[src/rtl/preact_mac_pkg.sv]
// ============================================================================
// Module      : preact_mac_pkg
// Description : Q6.9 fixed-point constants and the shared round/saturate helper.
// Revision    : 1.0 - initial release
// ============================================================================
`default_nettype none

package preact_mac_pkg;

  localparam int          FRAC  = 9;
  localparam logic [15:0] Q_MAX = 16'h7FFF;
  localparam logic [15:0] Q_MIN = 16'h8000;
  localparam logic [15:0] Q_ONE = 16'h0200;

  // Wide working width; callers sign-extend their accumulator into it.
  localparam int RS_W = 64;

  typedef struct packed {
    logic        sat;
    logic [15:0] x;
  } q_result_t;

  // Round half toward +inf at bit position frac, then clip to Q6.9.
  function automatic q_result_t round_sat(input logic signed [RS_W-1:0] v,
                                          input int unsigned            frac);
    logic signed [RS_W-1:0] t;
    logic signed [RS_W-1:0] r;
    q_result_t              res;
    t = v + (RS_W'(1) << (frac - 1));
    r = t >>> frac;
    if (r > 64'sd32767) begin
      res.sat = 1'b1;
      res.x   = Q_MAX;
    end else if (r < -64'sd32768) begin
      res.sat = 1'b1;
      res.x   = Q_MIN;
    end else begin
      res.sat = 1'b0;
      res.x   = r[15:0];
    end
    return res;
  endfunction

endpackage

`default_nettype wire

[src/rtl/preact_mac_if.sv]
// ============================================================================
// Module      : preact_mac_if
// Description : Element input stream and result output stream of preact_mac.
// Revision    : 1.0 - initial release
// ============================================================================
`default_nettype none

interface preact_mac_if #(
  parameter int DATA_W = 16
);
  logic              in_valid;
  logic              in_ready;
  logic [DATA_W-1:0] in_a;
  logic [DATA_W-1:0] in_w;
  logic [DATA_W-1:0] in_bias;
  logic              in_last;
  logic              out_valid;
  logic              out_ready;
  logic [DATA_W-1:0] out_x;
  logic              out_sat;

  modport master (
    output in_valid, in_a, in_w, in_bias, in_last, out_ready,
    input  in_ready, out_valid, out_x, out_sat
  );

  modport slave (
    input  in_valid, in_a, in_w, in_bias, in_last, out_ready,
    output in_ready, out_valid, out_x, out_sat
  );
endinterface

`default_nettype wire

[src/rtl/preact_mac.sv]
// ============================================================================
// Module      : preact_mac
// Description : Streaming Q6.9 dot product plus bias, rounded and saturated
//               to the tanh stage pre-activation.
// Revision    : 1.0 - initial release
// ============================================================================
`default_nettype none

module preact_mac #(
  parameter int DATA_W = 16,
  parameter int FRAC   = 9,
  parameter int ACC_W  = 40
) (
  input  wire logic   clk,
  input  wire logic   rst_n,
  preact_mac_if.slave bus
);
  import preact_mac_pkg::*;

  localparam int P_W = 2 * DATA_W;

  logic signed [P_W-1:0]    r_p;
  logic                     r_p_vld;
  logic                     r_p_last;
  logic        [DATA_W-1:0] r_bias;
  logic                     r_first;
  logic signed [ACC_W-1:0]  r_acc;
  logic                     r_acc_first;
  logic                     r_out_valid;
  logic        [DATA_W-1:0] r_out_x;
  logic                     r_out_sat;

  logic                     w_hold;
  logic signed [P_W-1:0]    w_a_ext;
  logic signed [P_W-1:0]    w_w_ext;
  logic signed [P_W-1:0]    w_prod;
  logic signed [ACC_W-1:0]  w_sum;
  logic signed [ACC_W-1:0]  w_bias_q18;
  logic signed [ACC_W-1:0]  w_biased;
  q_result_t                w_res;

  assign w_hold = r_out_valid && !bus.out_ready;

  assign w_a_ext = {{DATA_W{bus.in_a[DATA_W-1]}}, bus.in_a};
  assign w_w_ext = {{DATA_W{bus.in_w[DATA_W-1]}}, bus.in_w};
  assign w_prod  = w_a_ext * w_w_ext;

  assign w_sum      = (r_acc_first ? '0 : r_acc) + {{(ACC_W-P_W){r_p[P_W-1]}}, r_p};
  // Bias is Q6.9; align it to the Q.18 accumulator scale before adding.
  assign w_bias_q18 = {{(ACC_W-DATA_W){r_bias[DATA_W-1]}}, r_bias} <<< FRAC;
  assign w_biased   = w_sum + w_bias_q18;
  assign w_res      = round_sat({{(RS_W-ACC_W){w_biased[ACC_W-1]}}, w_biased},
                                FRAC);

  always_ff @(posedge clk or negedge rst_n) begin
    if (!rst_n) begin
      r_p         <= '0;
      r_p_vld     <= 1'b0;
      r_p_last    <= 1'b0;
      r_bias      <= '0;
      r_first     <= 1'b1;
      r_acc       <= '0;
      r_acc_first <= 1'b1;
      r_out_valid <= 1'b0;
      r_out_x     <= '0;
      r_out_sat   <= 1'b0;
    end else if (!w_hold) begin
      // Without hold a valid output is necessarily being consumed this edge.
      if (r_out_valid) begin
        r_out_valid <= 1'b0;
      end

      if (bus.in_valid) begin
        r_p      <= w_prod;
        r_p_vld  <= 1'b1;
        r_p_last <= bus.in_last;
        if (r_first) begin
          r_bias <= bus.in_bias;
        end
        r_first  <= bus.in_last;
      end else begin
        r_p_vld  <= 1'b0;
      end

      if (r_p_vld) begin
        if (r_p_last) begin
          r_out_x     <= w_res.x;
          r_out_sat   <= w_res.sat;
          r_out_valid <= 1'b1;
          r_acc_first <= 1'b1;
        end else begin
          r_acc       <= w_sum;
          r_acc_first <= 1'b0;
        end
      end
    end
  end

  assign bus.in_ready  = !w_hold;
  assign bus.out_valid = r_out_valid;
  assign bus.out_x     = r_out_x;
  assign bus.out_sat   = r_out_sat;

endmodule

`default_nettype wire

[src/flat_wrapper.sv]
// flat-port wrapper written by rule: the top's interface ports become plain ports
module preact_mac_flat import preact_mac_pkg::*;
#(
  parameter int DATA_W = 16,
  parameter int FRAC   = 9,
  parameter int ACC_W  = 40
)
  (clk, rst_n, bus_in_valid, bus_in_a, bus_in_w, bus_in_bias, bus_in_last, bus_out_ready, bus_in_ready, bus_out_valid, bus_out_x, bus_out_sat);
  preact_mac_if #(.DATA_W(DATA_W)) bus_i ();
  input  wire logic clk;
  input  wire logic rst_n;
  input wire logic [$bits(bus_i.in_valid)-1:0] bus_in_valid;
  input wire logic [$bits(bus_i.in_a)-1:0] bus_in_a;
  input wire logic [$bits(bus_i.in_w)-1:0] bus_in_w;
  input wire logic [$bits(bus_i.in_bias)-1:0] bus_in_bias;
  input wire logic [$bits(bus_i.in_last)-1:0] bus_in_last;
  input wire logic [$bits(bus_i.out_ready)-1:0] bus_out_ready;
  output wire logic [$bits(bus_i.in_ready)-1:0] bus_in_ready;
  output wire logic [$bits(bus_i.out_valid)-1:0] bus_out_valid;
  output wire logic [$bits(bus_i.out_x)-1:0] bus_out_x;
  output wire logic [$bits(bus_i.out_sat)-1:0] bus_out_sat;
  assign bus_i.in_valid = bus_in_valid;
  assign bus_i.in_a = bus_in_a;
  assign bus_i.in_w = bus_in_w;
  assign bus_i.in_bias = bus_in_bias;
  assign bus_i.in_last = bus_in_last;
  assign bus_i.out_ready = bus_out_ready;
  assign bus_in_ready = bus_i.in_ready;
  assign bus_out_valid = bus_i.out_valid;
  assign bus_out_x = bus_i.out_x;
  assign bus_out_sat = bus_i.out_sat;
  preact_mac #(.DATA_W(DATA_W), .FRAC(FRAC), .ACC_W(ACC_W)) u_core (.clk(clk), .rst_n(rst_n), .bus(bus_i));
endmodule
[config.mk]
export PLATFORM = sky130hd
export DESIGN_NAME = preact_mac_flat
export DESIGN_NICKNAME = d
export VERILOG_FILES = /design/src/rtl/preact_mac_pkg.sv /design/src/rtl/preact_mac_if.sv /design/src/rtl/preact_mac.sv /design/src/flat_wrapper.sv
export SDC_FILE = /design/constraint.sdc
export NUM_CORES = 1
export LEC_CHECK = 0
export CORE_ASPECT_RATIO = 1.25
export CORE_MARGIN = 2
export CORE_UTILIZATION = 58
export CTS_CLUSTER_DIAMETER = 100
export DETAILED_ROUTE_END_ITERATION = 7
export PLACE_DENSITY = 0.87
export SLEW_MARGIN = 20
export SYNTH_ARGS = -nofsm -noshare
export SYNTH_HDL_FRONTEND = slang
export SYNTH_SLANG_ARGS = --single-unit
export TNS_END_PERCENT = 1
[constraint.sdc]
create_clock -name clk -period 6.3 [get_ports clk]
set_input_delay 1.26 -clock clk [delete_from_list [all_inputs] [get_ports clk]]
set_output_delay 1.26 -clock clk [all_outputs]
set_load 0.005 [all_outputs]
After elaboration in Yosys (flattened, before gate mapping)
Cells that the tools add are included.

Add/subtract/negate cells: 3. Multiply operators: 1. Order comparisons: 2. Mux-type cells: 6. Bitwise logic cells: 2. Reduce and logical (&&, ||, !) cells: 8.

Operator list (count): $add 40x10->41 const B (1); $add 40x25->40 (1); $add 40x40->40 (1); $mux 40 (1); $mux 17 (2); $gt 32x16->1 const B (1); $lt 32x16->1 const B (1); $mul 16x16->32 (1); $reduce_and 3->1 (3); $reduce_and 2->1 (2); $mux 1 (3); $logic_not 1->1 (2); $not 1->1 (2); $logic_and 1x1->1 (1).

Register bits after elaboration: 110. Input port bits: 53. Output and inout bits: 19. Logic and storage cells: 32.

Depth between registers and ports, before layout
Word-level depth: 7. Gate-level depth with buffers: 32. Gate-level depth less buffers: 28.

Worst setup path before layout
Ideal clock, no wire load.

Path kind: in2reg. Start: input bus_in_a[8]. End: register u_core.r_p[31]. Library setup time: 134 ps. Arrival time: 7167 ps. Data required time: 6166 ps. Setup slack: -1002 ps. Stages on the path: 24. Cell sequence: clkbuf_1 > nand2_1 > fa_1 > inv_1 > fa_1 > inv_1 > fa_1 > inv_1 > fa_1 > inv_1 > fa_1 > inv_1 > fa_1 > ha_1 > a21oi_1 > and3_1 > o211ai_1 > a2111oi_0 > or4_1 > a31oi_1 > a211o_1 > a21oi_1 > xnor2_1 > o21ai_0.

Word-level cells in the longest chain between the ends: 1.

Ends and longest elaborated chain: start: declaration (RTL line flat_wrapper.sv:13) `input wire logic [$bits(bus_i.in_a)-1:0] bus_in_a;`; $mul 16x16->32 (RTL line preact_mac.sv:46) `assign w_prod = w_a_ext * w_w_ext;`; end signal: assignment (RTL line preact_mac.sv:74) `r_p <= w_prod;`; end: declaration (RTL line preact_mac.sv:22) `logic signed [P_W-1:0] r_p;`.

No other way between the ends. A chain may end at the register's enable or synchronous reset.

Worst setup path in the final report
Start: input bus_in_w[5]. End: register u_core.r_p[30].

Word-level cells in the longest chain between the ends: 1.

Ends and longest elaborated chain: start: declaration (RTL line flat_wrapper.sv:14) `input wire logic [$bits(bus_i.in_w)-1:0] bus_in_w;`; $mul 16x16->32 (RTL line preact_mac.sv:46).

No other way between the ends.

==> results.rst <==
.. list-table::
   :header-rows: 1

   * - Metric
     - Value
   * - Final cell utilization of the core
     - 72.97%
   * - Biggest area consumer among synthesized cells
     - sky130_fd_sc_hd__fa_1
   * - Total global routing track utilization
     - between 30% and 40%
   * - Leading post-synthesis cells by instance count
     - 326 x sky130_fd_sc_hd__nand2_1, 288 x sky130_fd_sc_hd__inv_1, 264 x sky130_fd_sc_hd__fa_1
   * - Share of flip-flops with an asynchronous set or reset after synthesis
     - between 90% and 100%
   * - FF-to-FF Start
     - u_core.r_acc_first
   * - Number of sinks handled by clock tree synthesis
     - 110
   * - Worst setup path class
     - primary input to flop
   * - Category of the worst setup path capture point
     - flop
   * - Avg Inst Size Synth
     - approximately 8.7 µm²
   * - Nets
     - 3050
   * - Largest driver fanout on the critical path
     - 8
   * - Sequential cell area in the final layout
     - between 0.002 and 0.003 mm²
   * - Most instantiated library cell after synthesis
     - sky130_fd_sc_hd__nand2_1
   * - Start point of the worst hold path
     - u_core.r_acc[27]
   * - Initial antenna violation count
     - 0
   * - Slack of the worst reg-to-reg path
     - -0.40 ns
   * - Hold WC Path Type
     - flop to flop
   * - Number of vias per cell
     - a little under 6
   * - Die area
     - between 0.03 and 0.04 mm²
   * - Detailed Place HPWL
     - ~43000 µm
   * - Slowest Stage Delay on Critical Path
     - 0.56 ns
   * - Final setup violation count
     - 38
   * - Cell count after synthesis
     - ~2200
   * - Number of I/O pins
     - 72
   * - Category of the worst setup path launch point
     - primary input
   * - Clock latency on the worst-skew pair
     - roughly 0.37 ns
   * - Max-cap violations
     - 0
   * - Clock buffers created by TritonCTS
     - 9
   * - Final-report hold violation count
     - 0
   * - X dimension of the die
     - roughly 170 µm
   * - Core outline area
     - 0.03259 mm²
   * - Via count
     - roughly 18000
   * - Slew @ Worst Pin
     - roughly 1.0 ns
   * - Initial core utilization
     - between 50% and 60%
   * - Clock transition at the registers of the reported paths
     - 0.08 ns
   * - #FFs+latches synth
     - 110
   * - Violation count after the first detailed-route iteration
     - about 1200
   * - Worst reg2reg endpoint
     - u_core.bus.out_x[12]
   * - Sequential cell area fraction in the yosys report
     - between 10% and 20%
   * - Min-Delay Endpoint
     - u_core.r_acc[27]
   * - Met3 layer wire length in the routed design
     - ~2300 µm
   * - Slowest cell on the critical path
     - sky130_fd_sc_hd__fa_1
   * - Clk_skew
     - 0.01158 ns
   * - Kind of cell with the highest combined delay on the critical path
     - adder cells
   * - Top cells by area, synth
     - sky130_fd_sc_hd__fa_1 28%, sky130_fd_sc_hd__dfrtp_1 14%, sky130_fd_sc_hd__ha_1 9.9%, sky130_fd_sc_hd__nand2_1 6.4%, sky130_fd_sc_hd__inv_1 5.6%
   * - Detailed route wirelength on metal2
     - approximately 28000 µm
   * - Deepest clock path buffer count
     - 2
   * - Fraction of final layout cells with drive strength greater than 1
     - between 20% and 30%
   * - RSZ-0062 raised after global routing
     - yes
   * - Count of buffers inserted at the top-level ports
     - 71
   * - EDFF count, synth
     - 0
   * - Cell area after placement
     - 0.02317 mm²
   * - Minimum period implied by the final worst setup slack
     - approximately 7.4 ns
   * - Cell Area, Synth
     - between 0.015 and 0.02 mm²
   * - Clk Tree Root Cell
     - sky130_fd_sc_hd__clkbuf_16
   * - Max Clock Freq
     - about 140 MHz
   * - H-tree level count
     - 3
   * - Worst slew margin
     - around 30%
   * - Topmost layer with routed signal wires
     - met4
   * - Failing checks
     - negative setup slack
   * - CTS tree
     - yes
   * - Number of distinct library cells after synthesis
     - between 80 and 90
   * - Required time of the critical path
     - 6.50 ns
   * - Top_reg_cell synth
     - sky130_fd_sc_hd__dfrtp_1
   * - Crit path buffers/inverters
     - 8
   * - Hold Path Stages
     - 2
   * - Placer Congestion
     - around 0.94
   * - Number of cells on the worst reg-to-reg path
     - 30
   * - Non-Filler Cell Area, Final
     - roughly 0.024 mm²
   * - Count of standard-cell rows
     - 74
   * - DP Worst Slack
     - -1.563 ns
   * - Post-synth top area share
     - between 20 and 30%
   * - Post-CTS Hold Fix Bufs
     - 0
   * - Result of the run
     - finished with violations
   * - Fillcell total
     - roughly 2100
   * - Grt ovf
     - 0
   * - Endpoint arrival time on the critical path
     - around 7.6 ns
   * - Via count of the first global-routing pass
     - 18852
   * - Detailed-routing wirelength on met1
     - approximately 20000 µm
   * - Wire length after detailed routing
     - 52520 µm
   * - Largest net degree at the start of global routing
     - between 70 and 80
   * - Period utilisation layout
     - 116.9%
   * - Final slew viol count
     - 0
   * - First-pass GRT wire length
     - between 80000 and 90000 µm
   * - Count of antenna-violating nets left after detailed routing
     - 0
   * - Average wire length per cell after detail routing
     - about 17 µm
   * - Drc violations
     - 0
   * - Post-route setup slack
     - -1.068 ns
   * - Iteration count of the initial detailed-routing pass
     - 8
   * - Number of antenna repair diodes
     - 0
   * - Area added between synthesis and finish
     - 24.17%
   * - Synthesized netlist net count
     - 2666
   * - Die height
     - 207.2 µm
   * - Multi-input logic area
     - 0.01544 mm²
   * - Setup Buffers After CTS
     - 0
   * - Cell repeated most along the worst path
     - sky130_fd_sc_hd__fa_1
   * - Number of synthesis warnings
     - 0
[tightest hold or removal path: stages (launching register included)]
cell	delay, ns
sky130_fd_sc_hd__dfrtp_1	0.34
sky130_fd_sc_hd__nand2_1	0.05
sky130_fd_sc_hd__nand2_1	0.05
[logic make-up (layout without fill, tap and decap cells)]
kind of cell	Yosys count	after routing	synth area share, %
AND/OR/NAND/NOR	763	763	19.80
adder cells (fa/ha/maj)	416	416	37.52
AO/OA/AOI/OAI	404	404	14.27
buffers and inverters	370	759	7.493
flip-flops	110	110	14.38
XOR/XNOR	100	100	4.573
multiplexers	34	34	1.960
[flip-flops by register name, indices dropped and copies added, names as in the netlist]
signal	count
u_core.r_p_vld	1
u_core.r_first	1
u_core.r_bias	16
u_core.r_acc_first	1
u_core.bus.out_sat	1
u_core.r_p	32
u_core.r_acc	40
u_core.bus.out_valid	1
u_core.r_p_last	1
u_core.bus.out_x	16
[through the flow]
step,TNS (ns),cells,hold slack (ns)
global route,-28.15,3004,0.4913
floorplan,-8.419,2197,0.4309
detailed placement,-32.20,2988,0.4508
global placement,-26.99,2988,0.4411
CTS,-18.94,3004,0.4692
finish,-18.01,3004,0.4709
[timing repair]
| item | CTS | global route |
|---|---|---|
| resized for setup | 42 | 44 |
| pin swaps | 17 | 10 |
| endpoints found under the setup margin | 37 | 39 |
[area by class of cell]
class	instances	share of cell area, %
multi-input cells	1717	64.94
well taps	418	2.199
repair buffers	455	15.44
clock buffers	11	1.021
inverters	288	4.545
clock inverters	5	0.2788
flip-flops and latches	110	11.58
[cell usage in the layout (no fill, tap or decap), types with 27 or more instances in the layout]
master,synthesis,routed
sky130_fd_sc_hd__nand2_1,326,319
sky130_fd_sc_hd__xor2_1,33,33
sky130_fd_sc_hd__nor2b_1,50,50
sky130_fd_sc_hd__mux2_2,28,28
sky130_fd_sc_hd__nor3_1,31,28
sky130_fd_sc_hd__clkdlybuf4s50_1,0,55
sky130_fd_sc_hd__fa_1,264,257
sky130_fd_sc_hd__nor2_1,83,82
sky130_fd_sc_hd__a21oi_1,87,67
sky130_fd_sc_hd__nand2b_1,28,27
sky130_fd_sc_hd__a21o_1,49,49
sky130_fd_sc_hd__o21ai_0,92,86
sky130_fd_sc_hd__and2_1,111,109
sky130_fd_sc_hd__nand3_1,37,37
sky130_fd_sc_hd__dfrtp_1,108,108
sky130_fd_sc_hd__ha_1,152,139
sky130_fd_sc_hd__inv_1,288,285
sky130_fd_sc_hd__buf_4,2,368
sky130_fd_sc_hd__xnor2_1,67,65
[worst max path at each step]
stage,depth (start not counted),start,end
after floorplan,24,bus_in_w[9],u_core.r_p[31]
after global placement,25,bus_in_w[3],u_core.r_p[31]
after detailed placement,23,bus_in_a[10],u_core.r_p[31]
after CTS,26,bus_in_w[6],u_core.r_p[28]
after global routing,26,bus_in_w[5],u_core.r_p[30]
final,26,bus_in_w[5],u_core.r_p[30]
[metal layers]
metal	GRT usage [%]	vias to the layer above
met4	14.89	0
met5	0	-
li1	-	8035
met2	56.70	733
met1	33.77	8499
met3	2.503	235
Power is not shown: default switching activity piles up to over one toggle a cycle in this logic, so the estimate is an artifact.
